**src/rtl/dither_channel_sched_pkg.sv**
```systemverilog
// -----------------------------------------------------------------------------
// dither_pkg
// Shared types and helpers for the RGB dither channel scheduler.
//   sched_state_t : scheduler FSM state encoding
//   ch_idx_t      : channel index (0=R, 1=G, 2=B)
//   rgb24_t       : packed pixel {B[23:16], G[15:8], R[7:0]}
//   get_byte/set_byte : per-channel byte access on an rgb24_t
// -----------------------------------------------------------------------------
package dither_pkg;

  typedef enum logic [1:0] {
    ST_IDLE  = 2'd0,
    ST_ISSUE = 2'd1,
    ST_WAIT  = 2'd2,
    ST_OUT   = 2'd3
  } sched_state_t;

  typedef logic [1:0]  ch_idx_t;
  typedef logic [23:0] rgb24_t;

  localparam ch_idx_t CH_R    = 2'd0;
  localparam ch_idx_t CH_G    = 2'd1;
  localparam ch_idx_t CH_B    = 2'd2;
  localparam ch_idx_t CH_LAST = 2'd2;

  // Index 3 never occurs; it falls back to R so the mux stays total.
  function automatic logic [7:0] get_byte(rgb24_t p, ch_idx_t c);
    case (c)
      CH_G:    return p[15:8];
      CH_B:    return p[23:16];
      default: return p[7:0];
    endcase
  endfunction

  function automatic rgb24_t set_byte(rgb24_t p, ch_idx_t c, logic [7:0] b);
    rgb24_t r;
    r = p;
    case (c)
      CH_G:    r[15:8]  = b;
      CH_B:    r[23:16] = b;
      default: r[7:0]   = b;
    endcase
    return r;
  endfunction

endpackage

```
**src/rtl/dither_channel_sched_if.sv**
```systemverilog
// -----------------------------------------------------------------------------
// dither_channel_sched_if
// Pixel stream and engine handshake bundle for dither_channel_sched.
//   in_valid/in_data/in_ready    : pixel source -> scheduler
//   out_valid/out_data/out_ready : scheduler -> VGA output stage
//   eng_req/eng_data/eng_ch      : scheduler -> dithering engine request
//   eng_rvalid/eng_rdata         : dithering engine -> scheduler result
// Modports: slave = scheduler side, master = environment side.
// -----------------------------------------------------------------------------
interface dither_channel_sched_if;
  import dither_pkg::*;

  logic       in_valid;
  rgb24_t     in_data;
  logic       in_ready;
  logic       out_valid;
  rgb24_t     out_data;
  logic       out_ready;
  logic       eng_req;
  logic [7:0] eng_data;
  ch_idx_t    eng_ch;
  logic       eng_rvalid;
  logic [7:0] eng_rdata;

  modport slave (
    input  in_valid, in_data, out_ready, eng_rvalid, eng_rdata,
    output in_ready, out_valid, out_data, eng_req, eng_data, eng_ch
  );

  modport master (
    output in_valid, in_data, out_ready, eng_rvalid, eng_rdata,
    input  in_ready, out_valid, out_data, eng_req, eng_data, eng_ch
  );

endinterface

```
**src/rtl/dither_channel_sched_sync_2ff.sv**
```systemverilog
// -----------------------------------------------------------------------------
// sync_2ff
// Generic 1-bit two-flop synchronizer, asynchronous active-high reset to 0.
//   clk : destination clock
//   rst : asynchronous active-high reset
//   d_i : asynchronous input
//   q_o : synchronized output (2 cycles of latency)
// Only compiled when DITHER_SCHED_SYNC_EN is defined, which is also the only
// build in which the scheduler instantiates it.
// -----------------------------------------------------------------------------
`ifdef DITHER_SCHED_SYNC_EN
module sync_2ff (
  input  logic clk,
  input  logic rst,
  input  logic d_i,
  output logic q_o
);

  logic meta_q;
  logic sync_q;

  always_ff @(posedge clk or posedge rst) begin
    if (rst) begin
      meta_q <= 1'b0;
      sync_q <= 1'b0;
    end else begin
      meta_q <= d_i;
      sync_q <= meta_q;
    end
  end

  assign q_o = sync_q;

endmodule
`endif

```
**src/rtl/dither_channel_sched.sv**
```systemverilog
// -----------------------------------------------------------------------------
// dither_channel_sched
// Shares one 8-bit dithering engine among the R, G and B bytes of a 24-bit
// pixel stream. A pixel is accepted in IDLE, its three bytes are issued to the
// engine one at a time, results are collected, and the reassembled pixel is
// presented on the output. With SW=0 the pixel bypasses the engine.
//
// Parameters:
//   TIMEOUT : max WAIT cycles per engine response (1..255)
// Ports:
//   clk, rst : clock, asynchronous active-high reset
//   SW       : mode, 1 = dither, 0 = bypass; sampled only at pixel accept
//   bus      : dither_channel_sched_if.slave (pixel in/out, engine req/resp)
//   err      : sticky engine-timeout flag, cleared only by rst
// Build option:
//   DITHER_SCHED_SYNC_EN : route SW through a 2-flop synchronizer first.
//
// state  | meaning
// -------+-----------------------------------------------------------
// IDLE   | in_ready=1, waiting for a pixel
// ISSUE  | eng_req pulse for channel ch, timeout counter reloaded
// WAIT   | waiting for eng_rvalid or timeout on channel ch
// OUT    | out_valid=1 holding the result until out_ready
// -----------------------------------------------------------------------------
module dither_channel_sched
  import dither_pkg::*;
#(
  parameter int unsigned TIMEOUT = 15
) (
  input  logic                   clk,
  input  logic                   rst,
  input  logic                   SW,
  dither_channel_sched_if.slave  bus,
  output logic                   err
);

  // Down-counter load: terminal count 0 is reached on the TIMEOUT-th WAIT cycle.
  localparam logic [7:0] TO_LOAD = 8'(TIMEOUT - 1);

  logic sw_eff;

`ifdef DITHER_SCHED_SYNC_EN
  sync_2ff u_sw_sync (
    .clk (clk),
    .rst (rst),
    .d_i (SW),
    .q_o (sw_eff)
  );
`else
  assign sw_eff = SW;
`endif

  sched_state_t state_q, state_d;
  ch_idx_t      ch_q, ch_d;
  logic [7:0]   cnt_q, cnt_d;
  rgb24_t       pix_q, pix_d;
  rgb24_t       res_q, res_d;
  logic         out_valid_q, out_valid_d;
  rgb24_t       out_data_q, out_data_d;
  logic         eng_req_q, eng_req_d;
  logic [7:0]   eng_data_q, eng_data_d;
  ch_idx_t      eng_ch_q, eng_ch_d;
  logic         err_q, err_d;

  ch_idx_t      ch_nxt;
  rgb24_t       res_upd;

  // On timeout the untouched input byte stands in for the engine result.
  assign ch_nxt  = ch_q + 2'd1;
  assign res_upd = set_byte(res_q, ch_q,
                            bus.eng_rvalid ? bus.eng_rdata : get_byte(pix_q, ch_q));

  always_ff @(posedge clk or posedge rst) begin
    if (rst) begin
      state_q     <= ST_IDLE;
      ch_q        <= CH_R;
      cnt_q       <= 8'd0;
      pix_q       <= '0;
      res_q       <= '0;
      out_valid_q <= 1'b0;
      out_data_q  <= '0;
      eng_req_q   <= 1'b0;
      eng_data_q  <= 8'd0;
      eng_ch_q    <= CH_R;
      err_q       <= 1'b0;
    end else begin
      state_q     <= state_d;
      ch_q        <= ch_d;
      cnt_q       <= cnt_d;
      pix_q       <= pix_d;
      res_q       <= res_d;
      out_valid_q <= out_valid_d;
      out_data_q  <= out_data_d;
      eng_req_q   <= eng_req_d;
      eng_data_q  <= eng_data_d;
      eng_ch_q    <= eng_ch_d;
      err_q       <= err_d;
    end
  end

  // Registered outputs are computed one cycle ahead: the eng_req pulse is
  // raised on the transition into ISSUE, out_valid on the transition into OUT.
  always_comb begin
    state_d     = state_q;
    ch_d        = ch_q;
    cnt_d       = cnt_q;
    pix_d       = pix_q;
    res_d       = res_q;
    out_valid_d = out_valid_q;
    out_data_d  = out_data_q;
    eng_req_d   = 1'b0;
    eng_data_d  = eng_data_q;
    eng_ch_d    = eng_ch_q;
    err_d       = err_q;

    unique case (state_q)
      ST_IDLE: begin
        if (bus.in_valid) begin
          pix_d = bus.in_data;
          if (sw_eff) begin
            ch_d       = CH_R;
            eng_req_d  = 1'b1;
            eng_data_d = get_byte(bus.in_data, CH_R);
            eng_ch_d   = CH_R;
            state_d    = ST_ISSUE;
          end else begin
            res_d       = bus.in_data;
            out_valid_d = 1'b1;
            out_data_d  = bus.in_data;
            state_d     = ST_OUT;
          end
        end
      end

      ST_ISSUE: begin
        cnt_d   = TO_LOAD;
        state_d = ST_WAIT;
      end

      ST_WAIT: begin
        // A response arriving in the expiry cycle takes priority over timeout.
        if (bus.eng_rvalid || (cnt_q == 8'd0)) begin
          res_d = res_upd;
          if (!bus.eng_rvalid) begin
            err_d = 1'b1;
          end
          if (ch_q == CH_LAST) begin
            out_valid_d = 1'b1;
            out_data_d  = res_upd;
            state_d     = ST_OUT;
          end else begin
            ch_d       = ch_nxt;
            eng_req_d  = 1'b1;
            eng_data_d = get_byte(pix_q, ch_nxt);
            eng_ch_d   = ch_nxt;
            state_d    = ST_ISSUE;
          end
        end else begin
          cnt_d = cnt_q - 8'd1;
        end
      end

      ST_OUT: begin
        if (bus.out_ready) begin
          out_valid_d = 1'b0;
          state_d     = ST_IDLE;
        end
      end

      default: state_d = ST_IDLE;
    endcase
  end

  assign bus.in_ready  = (state_q == ST_IDLE);
  assign bus.out_valid = out_valid_q;
  assign bus.out_data  = out_data_q;
  assign bus.eng_req   = eng_req_q;
  assign bus.eng_data  = eng_data_q;
  assign bus.eng_ch    = eng_ch_q;
  assign err           = err_q;

endmodule

```
**src/flat_wrapper.sv**
```systemverilog
// flat-port wrapper written by rule: the top's interface ports become plain ports
module dither_channel_sched_flat import dither_pkg::*;
#(
  parameter int unsigned TIMEOUT = 15
)
  (clk, rst, SW, err, bus_in_valid, bus_in_data, bus_out_ready, bus_eng_rvalid, bus_eng_rdata, bus_in_ready, bus_out_valid, bus_out_data, bus_eng_req, bus_eng_data, bus_eng_ch);
  dither_channel_sched_if bus_i ();
  input  logic clk;
  input  logic rst;
  input  logic SW;
  output logic err;
  input wire logic [$bits(bus_i.in_valid)-1:0] bus_in_valid;
  input wire logic [$bits(bus_i.in_data)-1:0] bus_in_data;
  input wire logic [$bits(bus_i.out_ready)-1:0] bus_out_ready;
  input wire logic [$bits(bus_i.eng_rvalid)-1:0] bus_eng_rvalid;
  input wire logic [$bits(bus_i.eng_rdata)-1:0] bus_eng_rdata;
  output wire logic [$bits(bus_i.in_ready)-1:0] bus_in_ready;
  output wire logic [$bits(bus_i.out_valid)-1:0] bus_out_valid;
  output wire logic [$bits(bus_i.out_data)-1:0] bus_out_data;
  output wire logic [$bits(bus_i.eng_req)-1:0] bus_eng_req;
  output wire logic [$bits(bus_i.eng_data)-1:0] bus_eng_data;
  output wire logic [$bits(bus_i.eng_ch)-1:0] bus_eng_ch;
  assign bus_i.in_valid = bus_in_valid;
  assign bus_i.in_data = bus_in_data;
  assign bus_i.out_ready = bus_out_ready;
  assign bus_i.eng_rvalid = bus_eng_rvalid;
  assign bus_i.eng_rdata = bus_eng_rdata;
  assign bus_in_ready = bus_i.in_ready;
  assign bus_out_valid = bus_i.out_valid;
  assign bus_out_data = bus_i.out_data;
  assign bus_eng_req = bus_i.eng_req;
  assign bus_eng_data = bus_i.eng_data;
  assign bus_eng_ch = bus_i.eng_ch;
  dither_channel_sched #(.TIMEOUT(TIMEOUT)) u_core (.clk(clk), .rst(rst), .SW(SW), .bus(bus_i), .err(err));
endmodule
```
**config.mk**
```make
export PLATFORM = sky130hd
export DESIGN_NAME = dither_channel_sched_flat
export DESIGN_NICKNAME = d
export VERILOG_FILES = /design/src/rtl/dither_channel_sched_pkg.sv /design/src/rtl/dither_channel_sched_if.sv /design/src/rtl/dither_channel_sched_sync_2ff.sv /design/src/rtl/dither_channel_sched.sv /design/src/flat_wrapper.sv
export SDC_FILE = /design/constraint.sdc
export NUM_CORES = 1
export LEC_CHECK = 0
export CORE_ASPECT_RATIO = 0.8
export CORE_UTILIZATION = 48
export CTS_CLUSTER_SIZE = 8
export DETAILED_ROUTE_END_ITERATION = 8
export GPL_TIMING_DRIVEN = 0
export PLACE_DENSITY_LB_ADDON = 0.05
export SETUP_SLACK_MARGIN = 0.4
export SLEW_MARGIN = 20
export SYNTH_ARGS = -nofsm -noshare
export SYNTH_HDL_FRONTEND = slang
export SYNTH_SLANG_ARGS = --single-unit
```
**constraint.sdc**
```tcl
create_clock -name clk -period 2.9 [get_ports clk]
set_clock_uncertainty 0.2 [all_clocks]
set_input_delay 0.29 -clock clk [delete_from_list [all_inputs] [get_ports clk]]
set_output_delay 0.29 -clock clk [all_outputs]
set_load 0.005 [all_outputs]
```
==> results.ini <==
[timing]
finalHoldViolations = 0
clock.fmax_mhz = 425
slew_headroom_pct = 57.7
fin_crit_ps = 2350
tns_ps = 0
worst_pin_slew_ps = 633
drv_slew = 0
finalSetupViolCount = 0
rsz0062_at_grt = no
post-route-period-util_pct = 81.2

[cts]
cts_root_buf = clkbuf_16
htreeDepth = 3
cts_tree = done
clock_path_buffers = 2
cts_hold_buf = 0
cts_made_buffers = 9
clk_pin_slew_ps = 70
cts.sinks = 87
clk_latency_ps = 350

[yosys]
syn_area_per_cell_um2 = 10.6
netlist_top_cells_area = dfrtp_1 (47%), mux2_2 (14%), o21ai_0 (3.3%)
synth.net_count = 478
yosys_warnings = 0
ys_ff_latch = 87
synth_compound_area_share_pct = 18.5
synth_xor_area_share_pct = 0.381
yosys_most_used_dff = dfrtp_1
yosys.area_share.simple_pct = 10.3
synth_fa_ha_area_share_pct = 1.36
synthMuxAreaShare_pct = 16.8
synth_edf_count = 0
synthArstFlopShare_pct = 100
synth_top_family_by_area = compound AO/OA/AOI/OAI gates
ys_types = 46
netlist_area_mm2 = 0.00460
netlist_instances = 435
yosysTopAreaCell = dfrtp_1
yosysSeqAreaShare_pct = 47.3
yosys.area.top_type_share_pct = 47.3

[layout]
nFillCells = 774
area_growth_pct = 29.0
drive_gt1_share_pct = 21.5
fin_cells = 646
nets = 569
n_antenna_cell = 0

[worst_setup_path]
critical_path_required_ps = 2920
crit_arrival_ps = 2370
worstSetupStartpointType = flop
worstSetupPathType = reg2reg
slowest_delay_ps = 420
end_kind = flop
cp_slowest_cell = dfrtp_1
cp_max_fo = 10
crit_chain = inv_1 > ha_1 > or3b_4 > o21ai_4 > and2_4 > buf_6 > buf_6 > buf_6 > a31oi_1
timing.critical_path.mode_cell = buf_6

[grt]
grt_max_degree = 32
grt.total_usage_pct = 26.5
grt_pass1_vias = 3797
antenna_found_initial = 0
grt_pass1_wl_mm = 20.0
grt_overflow_total = 0

[floorplan]
chipWidth_um = 111
rows = 31
dieArea_mm2 = 0.00998
start_util_pct = 50.0
die_h_um = 89.6
floorplan.core_area_mm2 = 0.00919
pin_count = 76

[routing]
routedWlPerCell_um = 19.6
drc = 5
drt-total-wl_mm = 12.7
vias = 3867
drtAntennaViolNets = 0
viasPerCell = 5.99
drt-initial-drc-count = 275
drtPass1Iterations = 8

[status]
status = finished, violations left
violations = DRC

[power_and_ir_drop]
power.density_mw_per_mm2 = 1150
internal_power_w = 0.00425
leakagePower_nw = 2.44
sw_frac_of_total_pct = 37.8
power_frac_seq_pct = 31.9
comb_power_share_pct = 50.3
p_sw_w = 0.00259
irDropWorstVdd_v = 0.000571
clock_power_share_pct = 17.8

[min_path]
min_path_type = in2async

[run]
maxCapViolCount = 0

[placed_design]
port_buffers = 74
place_hpwl_mm = 9.08
placed_cells = 626
place_congestion = 0.860

[final cells by class]
type | instances | area [um2] | area share (%)
sequential | 87 | 2180 | 36.7
clock buffer | 10 | 239 | 4.03
timing repair buffer | 80 | 808 | 13.6
tap | 115 | 144 | 2.42
multi-input combinational | 296 | 2220 | 37.5
clock inverter | 6 | 67.6 | 1.14
inverter | 16 | 63.8 | 1.08
buffer | 36 | 211 | 3.56
[path summary, 6_finish.rpt]
check	from	endpoint	slack (ps)	depth (start not counted)
max	u_core.cnt_q[0]$_DFFE_PP0P_	u_core.res_q[11]$_DFFE_PP0P_	550	9
min	rst	u_core.bus.out_data[8]$_DFFE_PP0P_	160	2
max reg2reg	u_core.cnt_q[0]$_DFFE_PP0P_	u_core.res_q[11]$_DFFE_PP0P_	550	9
min reg2reg	u_core.err$_DFFE_PP0P_	u_core.err$_DFFE_PP0P_	280	1
max in group asynchronous	rst	u_core.pix_q[3]$_DFFE_PP0P_	1530	4
min in group clk	u_core.err$_DFFE_PP0P_	u_core.err$_DFFE_PP0P_	280	1
[placed cells by master, fill, tap and decap left out, types with 3 or more instances in the layout]
cell | Yosys | layout
a211oi_2 | 0 | 6
a21boi_0 | 7 | 7
a21oi_1 | 27 | 27
a22o_1 | 8 | 8
a22oi_1 | 7 | 7
a2bb2oi_1 | 6 | 6
a31oi_1 | 10 | 10
a32oi_1 | 10 | 10
and2_1 | 4 | 3
buf_12 | 0 | 3
buf_2 | 5 | 6
buf_4 | 2 | 4
buf_6 | 5 | 5
clkbuf_1 | 23 | 15
clkbuf_16 | 0 | 9
clkbuf_2 | 0 | 7
clkdlybuf4s50_1 | 0 | 74
clkinvlp_4 | 0 | 3
dfrtp_1 | 87 | 87
ha_1 | 5 | 5
inv_1 | 16 | 15
mux2_2 | 57 | 57
mux2i_1 | 13 | 13
nand2_1 | 30 | 30
nand3_1 | 8 | 8
nor2_1 | 10 | 10
nor2b_1 | 9 | 9
nor3_1 | 8 | 8
nor3b_1 | 9 | 8
o21ai_0 | 30 | 30
o22ai_1 | 6 | 6
[worst max-delay path: cells and delay by family (launching register included)]
family / cells / cell delay, ps
fa+ha+maj: 1 / 160
flops: 1 / 420
simple gates: 2 / 600
compound gates: 2 / 290
buf+inv: 4 / 540
[through the flow]
stage | area (um2) | hold slack (ps) | setup slack [ps] | total power [W] | utilization, %
floorplan | 4600 | 197 | 630 | 0.00421 | -
global placement | 5490 | 266 | 207 | 0.00539 | 59.7
detailed placement | 5530 | 263 | 184 | 0.00546 | 60.1
CTS | 5870 | 189 | 404 | 0.00674 | 63.9
global route | 5940 | 244 | 399 | 0.00728 | 64.6
finish | 5940 | 164 | 546 | 0.00684 | 64.6
[state kept, by name, indices dropped and copies added, names as in the netlist]
register and flops:
u_core.ch_q 2, u_core.bus.out_data 24, u_core.res_q 16, u_core.bus.out_valid 1, u_core.cnt_q 8, u_core.bus.eng_req 1
u_core.err 1, u_core.state_q 2, u_core.bus.eng_data 8, u_core.pix_q 24
[power groups by stage]
stage | Clock [W] | Sequential, W | Combinational (W)
final | 0.00122 | 0.00218 | 0.00344
after global routing | 0.00127 | 0.00225 | 0.00376
after CTS | 0.00122 | 0.00217 | 0.00335
after detailed placement | 0 | 0.00219 | 0.00326
after global placement | 0 | 0.00217 | 0.00321
after floorplan | 0 | 0.00212 | 0.00210
[cells in the mapped netlist, types with 4 or more instances]
cell	number
inv_1	16
nor2b_1	9
clkbuf_1	23
a22o_1	8
a2bb2oi_1	6
nor3_1	8
nor2_1	10
nand3_1	8
o22ai_1	6
a22oi_1	7
nor3b_1	9
a31oi_1	10
dfrtp_1	87
buf_6	5
buf_2	5
mux2i_1	13
a211oi_1	6
ha_1	5
a21boi_0	7
a32oi_1	10
o21ai_0	30
and2_1	4
a21oi_1	27
nand2_1	30
mux2_2	57
[cells by family after synthesis]
group           Yosys count
flops                    87
buf+inv                  52
mux                      70
xor+xnor                  2
fa+ha+maj                 5
simple gates             90
compound gates          129
[routing by layer]
metal / up-vias / GRT usage, % / wire length (um)
met3: 20 / 6.03 / 749
met2: 127 / 41.8 / 5640
li1: 1785 / - / -
met5: - / 0 / 0
met4: 0 / 9.34 / 234
met1: 1935 / 36.4 / 6060
[timing repair]
item                                    CTS  global route
pin swaps                                 0             1
buffers inserted                          1             2
endpoints found under the setup margin   37            40
cloned                                    0             1
gates resized for setup                   8            20
Note: power is estimated with default switching activity, not from simulation.
==> edit: new RTL, same flow settings <==
Add a define of `DITHER_SCHED_SYNC_EN`.
--- a/src/rtl/dither_channel_sched_sync_2ff.sv
+++ b/src/rtl/dither_channel_sched_sync_2ff.sv
@@ -10,2 +10,4 @@
 // -----------------------------------------------------------------------------
+`define DITHER_SCHED_SYNC_EN
+
 `ifdef DITHER_SCHED_SYNC_EN
Formal check against the unedited RTL: not equivalent (a bounded check fails within 4 cycles, from zero or initial values and one cycle with rst high).
==> edit against the unedited design <==
Wire length rose by 10%. Worst setup slack got worse by 120 ps. Area after synthesis fell by 1.6%. Sequential cell count rose by 2. Cell area rose by 1.9%. Combinational power rose by 2%. Power rose by 2.1%. Critical endpoint is now u_core.bus.out_data[21]. Largest cell class unchanged. Largest power group unchanged.
==> edit: results <==
[min_path]
hp-class = "reg2reg"

[finish]
clock_area_share_pct = 5.32
multi_input_area_share_pct = 37.2
inverters = 15
drive_gt1_share_pct = 19.1
final.clkbuf_count = 11
nFillCells = 735
stdcell_count = 675
final_net_count = 598
seq_area_mm2 = 0.00223
buf_share_pct = 17.3
nMultiInputCombCells = 320
buffers = 120
seqAreaFraction_pct = 36.8

[synth]
yosys-top-cells-area = "dfrtp_1 49%, o21ai_0 7.5%, mux2_2 6.2%"
synth_cell_types = 42
synth_mux_area_share_pct = 9.97
synth_xor_area_share_pct = 0.193
avgSynthCellArea_um2 = 9.87
synth_common_cells = "89 x dfrtp_1, 68 x o21ai_0, 36 x nand2_1, 31 x nor2_1, 30 x clkbuf_1"
ys_seq_area_share_pct = 49.2
synthesis.nets = 502
synth_compound_area_share_pct = 22.6
synthAdderAreaFrac_pct = 1.38

[power]
leakage_uw = 0.00245
ir_drop_mv = 0.642

[timing]
fin_hold_ws_ps = 160
max-slew-margin-rel_pct = 54.1
finalCritPeriodShare_pct = 85.4

[placement]
placed_cell_area_mm2 = 0.00546
place_congestion = 0.944
dp_cells = 650
place_ws_ps = -110

[global_routing]
grt_pass1_wl_mm = 21.6
grt_use_met3_pct = 7.95
grt_max_degree = 35
grt_pass1_vias = 3857
grt_use_met2_pct = 44.3
use_met1_pct = 42.0
grt_usage_pct = 29.5

[floorplan]
rows = 31

[critical_path]
max_stage_delay_ps = 560
slowest_stage = "a2111oi_0"
reg2reg_slack_ps = 420
rr_startpoint = "u_core.bus.eng_ch[1]"
critPathTopFamily = "compound AO/OA/AOI/OAI gates"
crit_arrival_ps = 2560
r2r_end = "u_core.bus.out_data[21]"
r2r.worst_path.cells = 7

[clock_tree]
cts_max_level = 3
clockBufferDepth = 2

[status]
status = "complete, no violations"

[detailed_routing]
routed-wl-met2_mm = 6.21
viasPerCell = 6.08
wl_mm = 14.0
wl_met3_mm = 1.02
wl_met1_mm = 6.50
drt_iter0_markers = 252
drtPass1Iterations = 5
[edit: cell count changes in the layout (fill, tap and decap cells not counted), sizes merged, moves of 8 or more]
cell / unedited run / this run
o21ai: 32 / 70
nor2: 10 / 31
a32oi: 10 / 0
mux2: 57 / 33
a31oi: 10 / 1
o311ai: 0 / 8
nor3b: 9 / 1
a221oi: 0 / 8
o31ai: 1 / 17
mux2i: 13 / 5
a22o: 8 / 0
[edit: timing repair]
action                     in CTS  in global routing
resized for setup              26                 47
setup endpoints to repair      61                 55
gates cloned                    0                  1
hold endpoints to repair        0                  0
setup buffers                   3                  5
pin swaps                       1                  9
[edit: cells by family (layout without fill, tap and decap cells)]
family	count (synthesis)	after routing
adder cells (fa/ha/maj)	5	5
multiplexers	38	38
flip-flops	89	89
AO/OA/AOI/OAI	162	162
buffers and inverters	50	151
AND/OR/NAND/NOR	114	114
XOR/XNOR	1	1
[edit: power breakdown]
part,switching (µW),internal (µW)
sequential,385,1810
clock,491,778
combinational,1860,1660
total,2730,4250
